<file path="src/rtl/ppu_out_packer.sv">
`default_nettype none
// ============================================================================
// Module   : ppu_out_packer
// Purpose  : Packs PPU output bytes into 32-bit little-endian words and issues
//            addressed word writes to the GLB through a small word FIFO.
// Options  : PACKER_PERF_CNT_EN enables the write-stall performance counter.
// Revision : 1.0 - initial release
// ============================================================================
module ppu_out_packer #(
   parameter int WORD_W     = 32,
   parameter int ADDR_W     = 32,
   parameter int LEN_W      = 16,
   parameter int FIFO_DEPTH = 2
) (
   input  logic              clk,
   input  logic              rst,
   input  logic              start,
   input  logic [ADDR_W-1:0] base_addr,
   input  logic [LEN_W-1:0]  num_bytes,
   input  logic              in_valid,
   input  logic [7:0]        in_data,
   output logic              in_ready,
   output logic              wr_valid,
   input  logic              wr_ready,
   output logic [ADDR_W-1:0] wr_addr,
   output logic [WORD_W-1:0] wr_data,
   output logic [3:0]        wr_strb,
   output logic              busy,
   output logic              done,
   output logic [31:0]       stall_cnt
);

   localparam int PTR_W = $clog2(FIFO_DEPTH);
   localparam int CNT_W = PTR_W + 1;
   localparam logic [CNT_W-1:0] DEPTH_C = CNT_W'(FIFO_DEPTH);

   typedef enum logic [1:0] {
      IDLE  = 2'd0,
      PACK  = 2'd1,
      DRAIN = 2'd2,
      DONE  = 2'd3
   } state_t;

   state_t            state;
   state_t            state_nxt;
   logic [WORD_W-1:0] pack_word;
   logic [WORD_W-1:0] push_data;
   logic [3:0]        push_strb;
   logic [1:0]        lane_idx;
   logic [LEN_W-1:0]  bytes_left;
   logic [ADDR_W-1:0] word_addr;
   logic              job_start;
   logic              accept;
   logic              last_byte;
   logic              push;
   logic              pop;
   logic [CNT_W-1:0]  fifo_count;
   logic [CNT_W-1:0]  count_nxt;
   logic [PTR_W-1:0]  rd_ptr;
   logic [PTR_W-1:0]  wr_ptr;

   logic [ADDR_W-1:0] mem_addr [FIFO_DEPTH];
   logic [WORD_W-1:0] mem_data [FIFO_DEPTH];
   logic [3:0]        mem_strb [FIFO_DEPTH];

   // Write side is simply the FIFO head; it cannot change until popped.
   assign wr_valid = (fifo_count != '0);
   assign wr_addr  = mem_addr[rd_ptr];
   assign wr_data  = mem_data[rd_ptr];
   assign wr_strb  = mem_strb[rd_ptr];

   // Handshakes, word assembly and next-state decode.
   always_comb begin
      job_start = (state == IDLE) && start;
      accept    = in_valid && in_ready;
      last_byte = (bytes_left == LEN_W'(1));
      push      = accept && ((lane_idx == 2'd3) || last_byte);
      pop       = wr_valid && wr_ready;
      count_nxt = fifo_count + CNT_W'(push) - CNT_W'(pop);
      push_data = pack_word;
      push_data[{lane_idx, 3'b000} +: 8] = in_data;
      // Lanes up to and including the current one are valid.
      push_strb = 4'hF >> (2'd3 - lane_idx);
      state_nxt = state;
      case (state)
         IDLE:    if (start) state_nxt = (num_bytes == '0) ? DONE : PACK;
         PACK:    if (accept && last_byte) state_nxt = DRAIN;
         DRAIN:   if (count_nxt == '0) state_nxt = DONE;
         default: state_nxt = IDLE;
      endcase
   end

   // Control FSM with registered handshake and status outputs.
   always_ff @(posedge clk or posedge rst) begin
      if (rst) begin
         state    <= IDLE;
         in_ready <= 1'b0;
         busy     <= 1'b0;
         done     <= 1'b0;
      end else begin
         state    <= state_nxt;
         in_ready <= (state_nxt == PACK) && (count_nxt < DEPTH_C);
         busy     <= (state_nxt != IDLE);
         done     <= (state_nxt == DONE);
      end
   end

   // Lane packing, remaining byte count and word address generation.
   always_ff @(posedge clk or posedge rst) begin
      if (rst) begin
         pack_word  <= '0;
         lane_idx   <= 2'd0;
         bytes_left <= '0;
         word_addr  <= '0;
      end else if (job_start) begin
         pack_word  <= '0;
         lane_idx   <= 2'd0;
         bytes_left <= num_bytes;
         word_addr  <= base_addr & ~ADDR_W'(3);
      end else if (accept) begin
         bytes_left <= bytes_left - LEN_W'(1);
         if (push) begin
            pack_word <= '0;
            lane_idx  <= 2'd0;
            word_addr <= word_addr + ADDR_W'(4);
         end else begin
            pack_word <= push_data;
            lane_idx  <= lane_idx + 2'd1;
         end
      end
   end

   // Word FIFO: address, data and strobe stored together per entry.
   always_ff @(posedge clk or posedge rst) begin
      if (rst) begin
         fifo_count <= '0;
         rd_ptr     <= '0;
         wr_ptr     <= '0;
         for (int i = 0; i < FIFO_DEPTH; i++) begin
            mem_addr[i] <= '0;
            mem_data[i] <= '0;
            mem_strb[i] <= '0;
         end
      end else begin
         fifo_count <= count_nxt;
         if (push) begin
            mem_addr[wr_ptr] <= word_addr;
            mem_data[wr_ptr] <= push_data;
            mem_strb[wr_ptr] <= push_strb;
            wr_ptr           <= wr_ptr + PTR_W'(1);
         end
         if (pop) rd_ptr <= rd_ptr + PTR_W'(1);
      end
   end

`ifdef PACKER_PERF_CNT_EN
   // Count cycles the GLB holds off a pending write; saturates.
   always_ff @(posedge clk or posedge rst) begin
      if (rst)
         stall_cnt <= 32'd0;
      else if (job_start)
         stall_cnt <= 32'd0;
      else if (wr_valid && !wr_ready && (stall_cnt != 32'hFFFF_FFFF))
         stall_cnt <= stall_cnt + 32'd1;
   end
`else
   assign stall_cnt = 32'd0;
`endif

endmodule
`default_nettype wire

</file>
<file path="config.mk">
export PLATFORM = sky130hd
export DESIGN_NAME = ppu_out_packer
export DESIGN_NICKNAME = d
export VERILOG_FILES = /design/src/rtl/ppu_out_packer.sv
export SDC_FILE = /design/constraint.sdc
export NUM_CORES = 1
export LEC_CHECK = 0
export CORE_ASPECT_RATIO = 1.75
export CORE_MARGIN = 5
export CORE_UTILIZATION = 51
export CTS_CLUSTER_SIZE = 12
export DETAILED_ROUTE_END_ITERATION = 16
export HOLD_SLACK_MARGIN = 0.15
export PLACE_DENSITY = 0.79
export SKIP_LAST_GASP = 1
export SYNTH_ARGS = -nofsm -noshare
export SYNTH_HDL_FRONTEND = slang
export SYNTH_SLANG_ARGS = --single-unit
</file>
<file path="constraint.sdc">
create_clock -name clk -period 15.7 [get_ports clk]
set_input_delay 4.71 -clock clk [delete_from_list [all_inputs] [get_ports clk]]
set_output_delay 4.71 -clock clk [all_outputs]
set_load 0.01 [all_outputs]
</file>
## After elaboration in Yosys (flattened, before gate mapping)

Cells that the tools add are included.

| cells by class | value |
|---|---|
| add/subtract/negate cells | 9 |
| magnitude comparators | 4 |
| equal/unequal tests | 6 |
| shift-type cells | 3 |
| muxes and demuxes | 33 |
| bitwise operators | 2 |
| reductions and logical operators | 16 |

Operators with widths:

| cell | count |
|---|---|
| $mux 32 | 13 |
| $bwmux 64 | 2 |
| $add 32x3->32 const B | 1 |
| $bwmux 32 | 1 |
| $demux 32 s1 | 1 |
| $mux 16 | 2 |
| $shift 8x7->32 const A | 1 |
| $shiftx 8x7->32 | 1 |
| $eq 16x1->1 const B | 1 |
| $logic_not 16->1 | 1 |
| $mux 4 | 4 |
| $sub 16x1->16 const B | 1 |
| $mux 2 | 7 |
| $bwmux 8 | 1 |
| $reduce_bool 2->1 | 4 |
| $logic_and 1x1->1 | 7 |
| $neg 5->7 | 1 |
| $eq 2x2->1 const B | 3 |
| $pmux 2 s3 | 1 |
| $demux 4 s1 | 1 |
| $eq 2x1->1 const B | 2 |
| $ge 2x2->1 const B | 2 |
| $logic_not 2->1 | 2 |
| $not 1->2 | 2 |
| 10 further kinds | 11 |

| storage, ports and cells | value |
|---|---|
| register bits after elaboration | 227 |
| input bits | 61 |
| output and inout bits | 104 |
| logic and storage cells | 90 |

## Logic depth before layout (Yosys ltp)

| depth | value |
|---|---|
| depth after elaboration | 10 |
| depth in mapped cells | 13 |
| depth with buffers taken out | 12 |

## Least setup slack after synthesis

No wires, ideal clock.

| timing | value |
|---|---|
| path type | input to register |
| start | input port in_valid |
| end | register in_ready |
| setup time | 0.086 ns |
| arrival time | 6.613 ns |
| data required time | 15.614 ns |
| slack | 9.001 ns |
| cell stages on the path | 11 |
| path buffers | 2 |
| path through | and2_1 clkbuf_1 clkbuf_1 o21ai_1 inv_1 ha_1 xnor2_1 xnor2_1 o31a_1 o21a_1 nor3_1 |

| on the way | value |
|---|---|
| longest elaborated chain between the ends | 9 |
| elaborated cells between the ends (all ways) | 12 |
| those cells by class | add/sub (2); order compare (1); eq/ne (1); mux (3); reduce/logical (5) |

Ends and longest elaborated chain:

| element | RTL line | RTL |
|---|---|---|
| start: declaration | 20 | `input logic in_valid,` |
| $logic_and 1x1->1 * | 75 | `accept = in_valid && in_ready;` |
| $logic_and 1x1->1 * | 77 | `push = accept && ((lane_idx == 2'd3) \|\| last_byte);` |
| $add 2x1->2 * | 79 | `count_nxt = fifo_count + CNT_W'(push) - CNT_W'(pop);` |
| $sub 2x1->2 * | 79 |  |
| named net count_nxt[1] | 58 | `logic [CNT_W-1:0] count_nxt;` |
| $logic_not 2->1 | 88 | `DRAIN: if (count_nxt == '0) state_nxt = DONE;` |
| $mux 2 | 88 |  |
| $pmux 2 s3 | 85 | `case (state)` |
| $eq 2x1->1 | 102 | `in_ready <= (state_nxt == PACK) && (count_nxt < DEPTH_C);` |
| $logic_and 1x1->1 * | 102 |  |
| end signal: assignment | 102 |  |
| end: declaration | 22 | `output logic in_ready,` |

Mark *: on every way through the listed nets, which the timed path passes. The rest lies on a longest branch.
A chain may end at the register's enable or synchronous reset.

## Final worst setup path

| timing | value |
|---|---|
| start | register rd_ptr |
| end | output port wr_addr[21] |

| on the way | value |
|---|---|
| longest elaborated chain between the ends | 4 |

Ends and longest elaborated chain:

| element | RTL line | RTL |
|---|---|---|
| start: declaration | 59 | `logic [PTR_W-1:0] rd_ptr;` |
| start signal: assignment | 152 | `if (pop) rd_ptr <= rd_ptr + PTR_W'(1);` |
| $not 1->2 (implied by the code) | 68 | `assign wr_addr = mem_addr[rd_ptr];` |
| $mux 32 (implied by the code) (3 in series) | 68 |  |
| end: declaration | 25 | `output logic [ADDR_W-1:0] wr_addr,` |

No other way between the ends. The select of a mux whose other input is x is not followed.

==> run metrics <==
outcome finished, final reports clean; relative slew slack 0.218; xor/xnor share of the synthesized area 0.0221; CTS buffer count 23; MaxCap Viol Count 0; Tot Pwr 2.24 mW; mapped cell area 10,700 um2; Die H 202 um; clock sink count 221; Post-route DRC 0; Comb pwr share 0.356; Post-Route Skew 0.00991 ns; crit path kind reg2out; GP Congestion 0.819; number of fill cells 1,664; mux cell area share after synthesis 0.134; port bufs 128; Max IR drop VDD 131 uV; gr usage total 0.205; Post CTS Setup Buffer Count 0; endpoints failing hold 0; RSZ-0062 raised after global routing false; Worst Reg-to-Reg Cells 5; most instantiated cells after synthesis dfrtp_1, mux2_2, nand2_1; Worst Hold Endpoint mem_strb[0]$_DFFE_PP0P_; ys flop type dfrtp_1; most frequent cell after synthesis dfrtp_1; crit path cell chain buf_4 > mux2_2 > clkdlybuf4s50_1; Post-synth EDFFs 0; Leak Pwr 5.48 nW; largest net degree at the start of global routing 140; critical path buffer and inverter count 2; Via Count 7,808; Switching Power 0.745 mW; launching point of the worst reg2reg path lane_idx[0]$_DFFE_PP0P_; Vias/cell 5.79; WL/cell 18.5 um; Tmin final 7.45 ns; slowest stage delay, CP 0.73 ns; pwr/cell area 177 nW/um2; post-synthesis sequential area ratio 0.517; hold path depth 1; Yosys reg bits 221; core box area 20,800 um2; Crit path max-delay family buffers and inverters; Final Non-Filler Cells 1,348; Synth Area in Adders 0.0117; post-route antenna net violation count 0; layout cell share with drive strength beyond 1 0.161; Initial Util 0.515; setup TNS 0 ns; type of the most critical hold path reg2reg; # setup viols final 0; final hold slack 0.469 ns; largest family of logic cells by synthesized area multiplexers; hpwl dp 16.7 mm; slowest cell on the critical path buf_4; CP Data Arrival Time 2.74 ns; root buf cell clkbuf_16; max frequency 0.134 GHz; Resize count post-CTS 0; Slew @ Worst Pin 1.16 ns; Max Slew Vio Count 0; DR pass1 iterations 5; Final #Nets 1,157; Tcrit/Tclk final 0.475; H-tree depth 1; initial antenna violation count 0; I/O Pins 165; Synth Area in Compound Gates 0.126; WL final 25.0 mm; clock power share 0.234; FF-to-FF setup slack 11.73 ns; CP startpoint kind register; CP Capture Type primary output; Synth area leaders dfrtp_1, mux2_2, o21ai_0; die width 119 um; post-synth top area cell dfrtp_1; Internal 1.50 mW; Ant. Diodes 0; DRT iter0 DRCs 524; Synth Warn # 0; Hold-fix buffers, CTS 0; Avg Cell Area, Syn 10.8 um2; Reg2Reg Capture Point mem_strb[6]$_DFFE_PP0P_; Rows 70; Reg clk slew, reported paths 0.06 ns; Cells after DPL 1,313; total grt overflow 0; Worst Path Max Fanout 59; share of the synthesized area in the top cell type 0.517; Sw Share 0.333; CTS tree yes; hold_sp mem_strb[0]$_DFFE_PP0P_; CP required 10.99 ns; Gate Count Post-Synth 986; post-synthesis simple-gate area fraction 0.131; Layout area overhead 18.3%; first-pass GRT wire length 40.6 mm; Clock Latency Late Sink 0.50 ns; Synth cell types 49; register share of total power 0.410; Die ar. 24,100 um2; clk buf depth 3; Async SR Flop Fraction 1.00; vias in the first global route 7,850
-- registers in the layout (all words and copies together), names as in the netlist --
signal,count
mem_data,64
mem_addr,60
pack_word,32
word_addr,30
bytes_left,16
mem_strb,8
fifo_count,2
lane_idx,2
state,2
busy,1
done,1
in_ready,1
rd_ptr,1
wr_ptr,1
-- how the worst max path moves through the flow --
| stage | cells past startpoint | startpoint | end | slack, ns |
|---|---|---|---|---|
| after global placement | 5 | in_valid | mem_strb[6]$_DFFE_PP0P_ | 8.01 |
| after global routing | 3 | rd_ptr$_DFFE_PP0P_ | wr_addr[21] | 8.15 |
| after CTS | 3 | rd_ptr$_DFFE_PP0P_ | wr_addr[21] | 8.22 |
| final | 3 | rd_ptr$_DFFE_PP0P_ | wr_addr[21] | 8.25 |
| after detailed placement | 5 | in_valid | mem_addr[54]$_DFFE_PP0P_ | 8.00 |
| after floorplan | 1 | rst | busy$_DFF_PP0_ | 4.94 |
-- cells in the final DEF (no fill, tap or decap), types with 4 or more instances in the layout --
master           instances
o31ai_1                 14
or3_1                    8
dfrtp_1                220
and2_1                   4
nand2_1                 84
and4_1                   8
a22oi_1                 10
clkdlybuf4s50_1        128
nand4_1                  7
xor2_1                   9
mux2_2                 125
nand3_1                 15
conb_1                  34
nor3_1                  10
or4_1                   11
a32o_1                  25
ha_1                    10
nor2b_1                 26
a31oi_1                 16
clkbuf_1                 6
a21oi_1                 62
xnor2_1                 18
clkbuf_16               23
o21ai_0                 68
and3_1                  12
inv_1                   14
buf_4                    9
nor2_1                  60
o211ai_1                 6
nor4_1                  10
-- metal layers --
layer | global-route usage | up-vias | part of all wire
met5 | 0 | - | 0
met2 | 0.366 | 264 | 0.53
met3 | 0.0295 | 53 | 0.057
li1 | - | 3673 | -
met4 | 0.0778 | 0 | 0.031
met1 | 0.249 | 3818 | 0.38
-- power by group through the flow --
stage / combinational [mW] / sequential [mW] / clock [mW]
global route: 0.875 / 0.945 / 0.558
global placement: 0.787 / 0.913 / 0
floorplan: 0.529 / 0.873 / 0
detailed placement: 0.802 / 0.926 / 0
CTS: 0.810 / 0.918 / 0.536
finish: 0.798 / 0.919 / 0.524
-- stage by stage --
| step | area, um2 | worst slack [ns] | utilization |
|---|---|---|---|
| finish | 12700 | 8.25 | 0.610 |
| global route | 12700 | 8.15 | 0.610 |
| CTS | 12700 | 8.22 | 0.610 |
| detailed placement | 11900 | 8.00 | 0.576 |
| global placement | 11900 | 8.01 | 0.576 |
| floorplan | 10800 | 4.94 | - |
-- final cells by class --
type / count / area, um2 / area share
inverter: 15 / 63.8 / 0.00504
sequential: 221 / 5530 / 0.437
tap: 252 / 315 / 0.0249
multi-input combinational: 688 / 4690 / 0.371
clock inverter: 3 / 68.8 / 0.00544
timing repair buffer: 137 / 1350 / 0.107
clock buffer: 32 / 639 / 0.0505
-- cells by family after synthesis --
logic type      count (synthesis)
compound gates                216
xor+xnor                       27
fa+ha+maj                      10
buf+inv                       110
flops                         221
mux                           128
other cells                     1
simple gates                  273
-- worst register-to-register path: cells and delay by family, from the launching register on --
family                   cells  cell delay (ns)
flip-flops                   1             0.48
AO/OA/AOI/OAI                1             0.89
multiplexers                 1             0.47
buffers and inverters        2             1.35
adder cells (fa/ha/maj)      1             0.67
Power figures use the tool's default switching activity.
